File: src/rtl/eth_rx_frame.sv
// Ethernet receive frame stage: CRC-32 check, length and destination filtering,
// FCS stripping via a 4-byte delay line, and one status strobe per frame.
module eth_rx_frame #(
    parameter logic [47:0] MAC_ADDR     = 48'h02_00_00_00_00_01,
    parameter bit          ACCEPT_BCAST = 1'b1,
    parameter int unsigned MIN_LEN      = 64,
    parameter int unsigned MAX_LEN      = 1518
) (
    input  logic        clk,
    input  logic        rst_n,
    input  logic [7:0]  rx_data,
    input  logic        rx_rdy,
    input  logic        rx_busy,
    output logic [7:0]  out_data,
    output logic        out_valid,
    output logic        out_sof,
    output logic        frame_done,
    output logic        frame_ok,
    output logic [2:0]  frame_err,
    output logic        addr_match,
    output logic [10:0] frame_len
);

    localparam logic [10:0] MIN_L    = 11'(MIN_LEN);
    localparam logic [10:0] MAX_L    = 11'(MAX_LEN);
    localparam logic [31:0] CRC_POLY = 32'hEDB8_8320;
    localparam logic [31:0] CRC_RES  = 32'hDEBB_20E3;

    typedef enum logic [1:0] {IDLE, RECV, DROP, DONE} state_t;

    state_t      state, state_nxt;
    logic        armed, busy_q, rise, fall;
    logic [31:0] crc, crc_n;
    logic [10:0] cnt, cnt_n, cnt_inc;
    logic [31:0] dl, dl_n;
    logic        am_w, am_n, bc_w, bc_n;
    logic        emit, sof_n, done_n, ok_n, match_n, drop_now;
    logic [2:0]  err_n;

    function automatic logic [31:0] crc_byte(input logic [31:0] c, input logic [7:0] d);
        logic [31:0] r;
        r = c ^ {24'h0, d};
        for (int unsigned k = 0; k < 8; k++)
            r = r[0] ? ((r >> 1) ^ CRC_POLY) : (r >> 1);
        return r;
    endfunction

    function automatic logic [7:0] mac_byte(input logic [2:0] idx);
        case (idx)
            3'd0:    return MAC_ADDR[47:40];
            3'd1:    return MAC_ADDR[39:32];
            3'd2:    return MAC_ADDR[31:24];
            3'd3:    return MAC_ADDR[23:16];
            3'd4:    return MAC_ADDR[15:8];
            3'd5:    return MAC_ADDR[7:0];
            default: return 8'h00;
        endcase
    endfunction

    // armed blocks a rise on the first clock after reset so an in-progress frame is skipped
    assign rise = armed & rx_busy & ~busy_q;
    assign fall = ~rx_busy & busy_q;

    always_comb begin
        state_nxt = state;
        crc_n     = crc;
        cnt_n     = cnt;
        cnt_inc   = (cnt == 11'h7FF) ? cnt : cnt + 11'd1;
        dl_n      = dl;
        am_n      = am_w;
        bc_n      = bc_w;
        emit      = 1'b0;
        sof_n     = 1'b0;
        done_n    = 1'b0;
        err_n     = '0;
        ok_n      = 1'b0;
        match_n   = 1'b0;
        drop_now  = (state == DROP);

        case (state)
            IDLE, DONE: begin
                state_nxt = IDLE;
                if (rise) begin
                    state_nxt = RECV;
                    crc_n     = '1;
                    cnt_n     = '0;
                    dl_n      = '0;
                    am_n      = 1'b1;
                    bc_n      = 1'b1;
                end
            end
            RECV, DROP: begin
                if (rx_rdy) begin
                    cnt_n = cnt_inc;
                    if (!drop_now && cnt_inc > MAX_L) begin
                        drop_now  = 1'b1;
                        state_nxt = DROP;
                    end
                    if (!drop_now) begin
                        crc_n = crc_byte(crc, rx_data);
                        if (cnt < 11'd6) begin
                            if (rx_data != mac_byte(cnt[2:0])) am_n = 1'b0;
                            if (rx_data != 8'hFF)              bc_n = 1'b0;
                        end
                        dl_n = {dl[23:0], rx_data};
                        if (cnt >= 11'd4) begin
                            emit  = 1'b1;
                            sof_n = (cnt == 11'd4);
                        end
                    end
                end
                // a byte arriving with the fall is folded in above before evaluation
                if (fall) begin
                    state_nxt = DONE;
                    done_n    = 1'b1;
                    err_n[0]  = !drop_now && (crc_n != CRC_RES);
                    err_n[1]  = cnt_n < MIN_L;
                    err_n[2]  = cnt_n > MAX_L;
                    match_n   = am_n | (ACCEPT_BCAST & bc_n);
                    ok_n      = (err_n == '0) && match_n;
                end
            end
            default: state_nxt = IDLE;
        endcase
    end

    always_ff @(posedge clk or negedge rst_n) begin
        if (!rst_n) state <= IDLE;
        else        state <= state_nxt;
    end

    always_ff @(posedge clk or negedge rst_n) begin
        if (!rst_n) begin
            armed      <= 1'b0;
            busy_q     <= 1'b0;
            crc        <= '1;
            cnt        <= '0;
            dl         <= '0;
            am_w       <= 1'b0;
            bc_w       <= 1'b0;
            out_data   <= '0;
            out_valid  <= 1'b0;
            out_sof    <= 1'b0;
            frame_done <= 1'b0;
            frame_ok   <= 1'b0;
            frame_err  <= '0;
            addr_match <= 1'b0;
            frame_len  <= '0;
        end else begin
            armed      <= 1'b1;
            busy_q     <= rx_busy;
            crc        <= crc_n;
            cnt        <= cnt_n;
            dl         <= dl_n;
            am_w       <= am_n;
            bc_w       <= bc_n;
            out_valid  <= emit;
            out_sof    <= sof_n;
            frame_done <= done_n;
            if (emit) out_data <= dl[31:24];
            if (done_n) begin
                frame_ok   <= ok_n;
                frame_err  <= err_n;
                addr_match <= match_n;
                frame_len  <= cnt_n;
            end
        end
    end

endmodule

File: config.mk
export PLATFORM = sky130hd
export DESIGN_NAME = eth_rx_frame
export DESIGN_NICKNAME = d
export VERILOG_FILES = /design/src/rtl/eth_rx_frame.sv
export SDC_FILE = /design/constraint.sdc
export NUM_CORES = 1
export LEC_CHECK = 0
export BUFFER_PORTS_ARGS = -buffer_cell sky130_fd_sc_hd__buf_2
export CORE_MARGIN = 2
export CORE_UTILIZATION = 52
export DETAILED_ROUTE_END_ITERATION = 10
export HOLD_SLACK_MARGIN = 0.12
export MAX_ROUTING_LAYER = met4
export PLACE_DENSITY = 0.7
export SLEW_MARGIN = 20
export SYNTH_ARGS = -nofsm -noshare
export SYNTH_HDL_FRONTEND = slang
export SYNTH_SLANG_ARGS = --single-unit
File: constraint.sdc
create_clock -name clk -period 5.3 [get_ports clk]
set_clock_uncertainty 0.05 [all_clocks]
set_input_delay 1.325 -clock clk [delete_from_list [all_inputs] [get_ports clk]]
set_output_delay 1.325 -clock clk [all_outputs]
set_load 0.01 [all_outputs]
==> run_results.csv <==
group,metric,value,unit
pwr,ir_drop,0.298,mV
pwr,pwr-share-comb,57.5,%
global_route,antenna_found_initial,0,
yosys,syn_area_per_cell,10.4,sq um
global_route,grt_pass1_wl,24400,um
setup_path,worst_ep_arrival_time,3.96,ns
floorplanning,ios,39,
pwr,seqPwrFrac,29.1,%
setup_path,reg2reg_slack,1.77,ns
worst_hold_path,hp-start,"frame_err[1]",
sta,post-route-min-period,3.78,ns
worst_hold_path,hold_depth,2,
yosys,syn_nets,622,
drt,wl_per_cell,19.2,um
floorplanning,dieArea,13000,sq um
clock_tree,hold_buffers,0,
setup_path,crit_type,"in -> reg",
drt,num_vias,4779,
drt,ant_nets,0,
yosys,yosysWarnings,0,
clock_tree,cts_setup_buffers,0,
setup_path,end_kind,"flip-flop",
clock_tree,worstSkewPairLatency,0.36,ns
pwr,leakagePower,3.00,nW
yosys,synth_seq_area_share,43.6,%
pwr,clockPowerShare,13.4,%
sta,worst_pin_slew,0.878,ns
final_layout,final_cell_mix,"dfrtp_1 (76), a21oi_1 (49), xnor2_1 (42)",
sta,hold_ws,0.420,ns
yosys,netlist_top_cells_area,"dfrtp_1 (30%), dfstp_2 (13%), xnor2_1 (5.8%), a22o_1 (4.5%), a21oi_1 (4.0%)",
clock_tree,cts.htree.levels,3,
drt,viasPerCell,6.16,
floorplanning,die_w,114,um
run_status,status,"complete, no violations",
clock_tree,cts_tree,"done",
sta,hold_viol,0,
pwr,sw_frac_of_total,44.1,%
global_route,grt.total_usage,24.9,%
drt,drt_first_pass_iters,6,
clock_tree,cts_sinks,108,
setup_path,path_common_cell,"xor2_1",
floorplanning,core-area,11900,sq um
final_layout,drive_gt1_share,19.9,%
sta,post-route-period-util,71.3,%
yosys,synth_flop_cell,"dfrtp_1",
setup_path,r2r_cells,8,
sta,setup_tns,0,ns
placement,place_congestion,0.937,
global_route,overflow,0,
pwr,p_int,2.94,mW
drt,detailedRoute.firstIterationViolations,330,
sta,rsz0062_at_grt,"false",
setup_path,r2r_end,"frame_ok",
setup_path,worstPathCellList,"buf_2 > xor2_1 > xnor2_4 > xor2_1 > o211ai_1 > or4_4 > a2111oi_0 > nor3_1",
setup_path,r2r_start,"cnt[1]",
clock_tree,cts_root_buffer,"clkbuf_16",
worst_hold_path,hold_path_class,"reg -> reg",
yosys,synth_top_area_share,30.2,%
clock_tree,cts_resized,0,
run,max-cap-violations,0,
yosys,synth_top_area_cell,"dfrtp_1",
yosys,synth.distinct_cells,69,
sta,slew_headroom,41.5,%
sta,finalSetupViolations,0,
global_route,grt_max_degree,70,
yosys,synth_edf_count,0,
placement,dp_hpwl,10600,um
clock_tree,cts_buffers,9,
floorplanning,die_h,114,um
sta,fmax,265,MHz
drt,drc,0,
final_layout,mostFrequentLayoutCell,"dfrtp_1",
sta,maxSlewViolCount,0,
setup_path,start_kind,"input pin",
drt,wirelength,14900,um
setup_path,cp.required,5.48,ns
clock_tree,clk_path_buf_depth,2,
pwr,power.density,763,nW/um^2
final_layout,diodes,0,
placement,numPortBuffers,38,
final_layout,num-nets-final,640,
final_layout,fill_cells,1052,
floorplanning,core.rowCount,40,
final_layout,area_delta_synth_final,9.63,%
worst_hold_path,holdPathEnd,"frame_err[1]",
yosys,synth_seq_cells,108,
setup_path,path_max_fanout,8,
yosys,ys_async_sr_fraction,100,%
floorplanning,start_util,52.8,%
yosys,syn_inst,606,
pwr,p_switching,2.32,mW
clock_tree,path_clk_slew,0.07,ns
setup_path,crit_slowest_cell,"xor2_1",
yosys,netlist_area,6290,sq um
setup_path,cpPeakStageDelay,0.55,ns
global_route,grt_pass1_vias,4418,
final_layout,fin_util,57.9,%
-- power groups by stage --
stage	registers (mW)	logic (mW)	clock network (mW)
after floorplan	1.43	2.41	0
after global placement	1.54	3.00	0
after detailed placement	1.54	3.02	0
after CTS	1.53	3.04	0.726
after global routing	1.57	3.32	0.757
final	1.53	3.02	0.706
-- cells by family (layout without fill, tap and decap cells) --
family | count (synthesis) | in the layout | synth area share (%)
muxes | 33 | 33 | 5.45
adders and majority gates | 4 | 4 | 0.796
xor gates and xnor gates | 74 | 74 | 14.7
AOI/OAI and AO/OA | 161 | 161 | 17.6
DFF | 108 | 108 | 43.6
and+or+nand+nor | 175 | 175 | 14.6
other | 1 | 1 | 0.0596
buffers and inverters | 50 | 73 | 3.14
-- through the flow --
step	std cells	setup slack, ns	cell area [sq um]	power [mW]
after detailed placement	760	1.15	6590	4.56
after CTS	776	1.51	6890	5.29
after global placement	760	1.31	6590	4.54
after global routing	776	1.32	6890	5.65
final	776	1.52	6890	5.26
after floorplan	606	1.58	6290	3.84
-- layer usage --
layer | part of all wire (%) | up-vias | track usage (%)
met5 | 0 | - | -
met4 | 2.9 | 0 | 9.92
met3 | 4.3 | 32 | 3.77
met2 | 48 | 129 | 38.3
met1 | 45 | 2349 | 33.5
li1 | - | 2269 | -
-- critical path: cells and delay by family --
| family | cells | cell delay [ns] |
|---|---|---|
| AO/OA/AOI/OAI | 2 | 0.55 |
| buffers and inverters | 1 | 0.15 |
| AND/OR/NAND/NOR | 2 | 0.62 |
| XOR/XNOR | 3 | 1.30 |
-- synthesized netlist by cell type, drive strengths merged (3+ instances only) --
cell and n:
dfrtp 76, a21oi 50, xnor2 48, nor2 42, nand2 37, a22o 32, dfstp 32, clkbuf 31
mux2i 23, o21ai 23, nor3 15, xor2 14, nand3 13, nand4 11, xnor3 11, mux2 10
buf 9, inv 9, o31ai 9, nand2b 8, nor4 8, and4 7, and3 6, o22a 6
a31oi 5, a211oi 4, and2 4, ha 4, nand3b 4, nand4b 4, nor2b 4, o211ai 4
a2111oi 3, a211o 3
-- how the worst max path moves through the flow --
stage / from / end / slack [ns]
floorplan: rx_data[0] / frame_err[0] / 1.58
CTS: rx_data[7] / frame_err[0] / 1.51
global placement: rx_data[7] / frame_err[0] / 1.31
detailed placement: rx_data[7] / frame_err[0] / 1.15
global route: rx_data[7] / frame_err[0] / 1.32
finish: rx_data[7] / frame_err[0] / 1.52
-- registers in the layout, indices dropped and copies added (netlist names), 2 cells and up --
signal and flops:
frame_err 3, crc 32, state 2, dl 32, out_data 8, cnt 11, frame_len 11
-- cell type report --
type	instances	area (sq um)	share of cell area, %
Clock buffer	10	229	3.32
Clock inverter	6	78.8	1.14
Inverter	10	37.5	0.544
Multi-Input combinational cell	448	3360	48.8
Sequential cell	108	2740	39.8
Tap cell	147	184	2.67
Timing Repair Buffer	47	260	3.77
(Power assumes the default switching activity.)
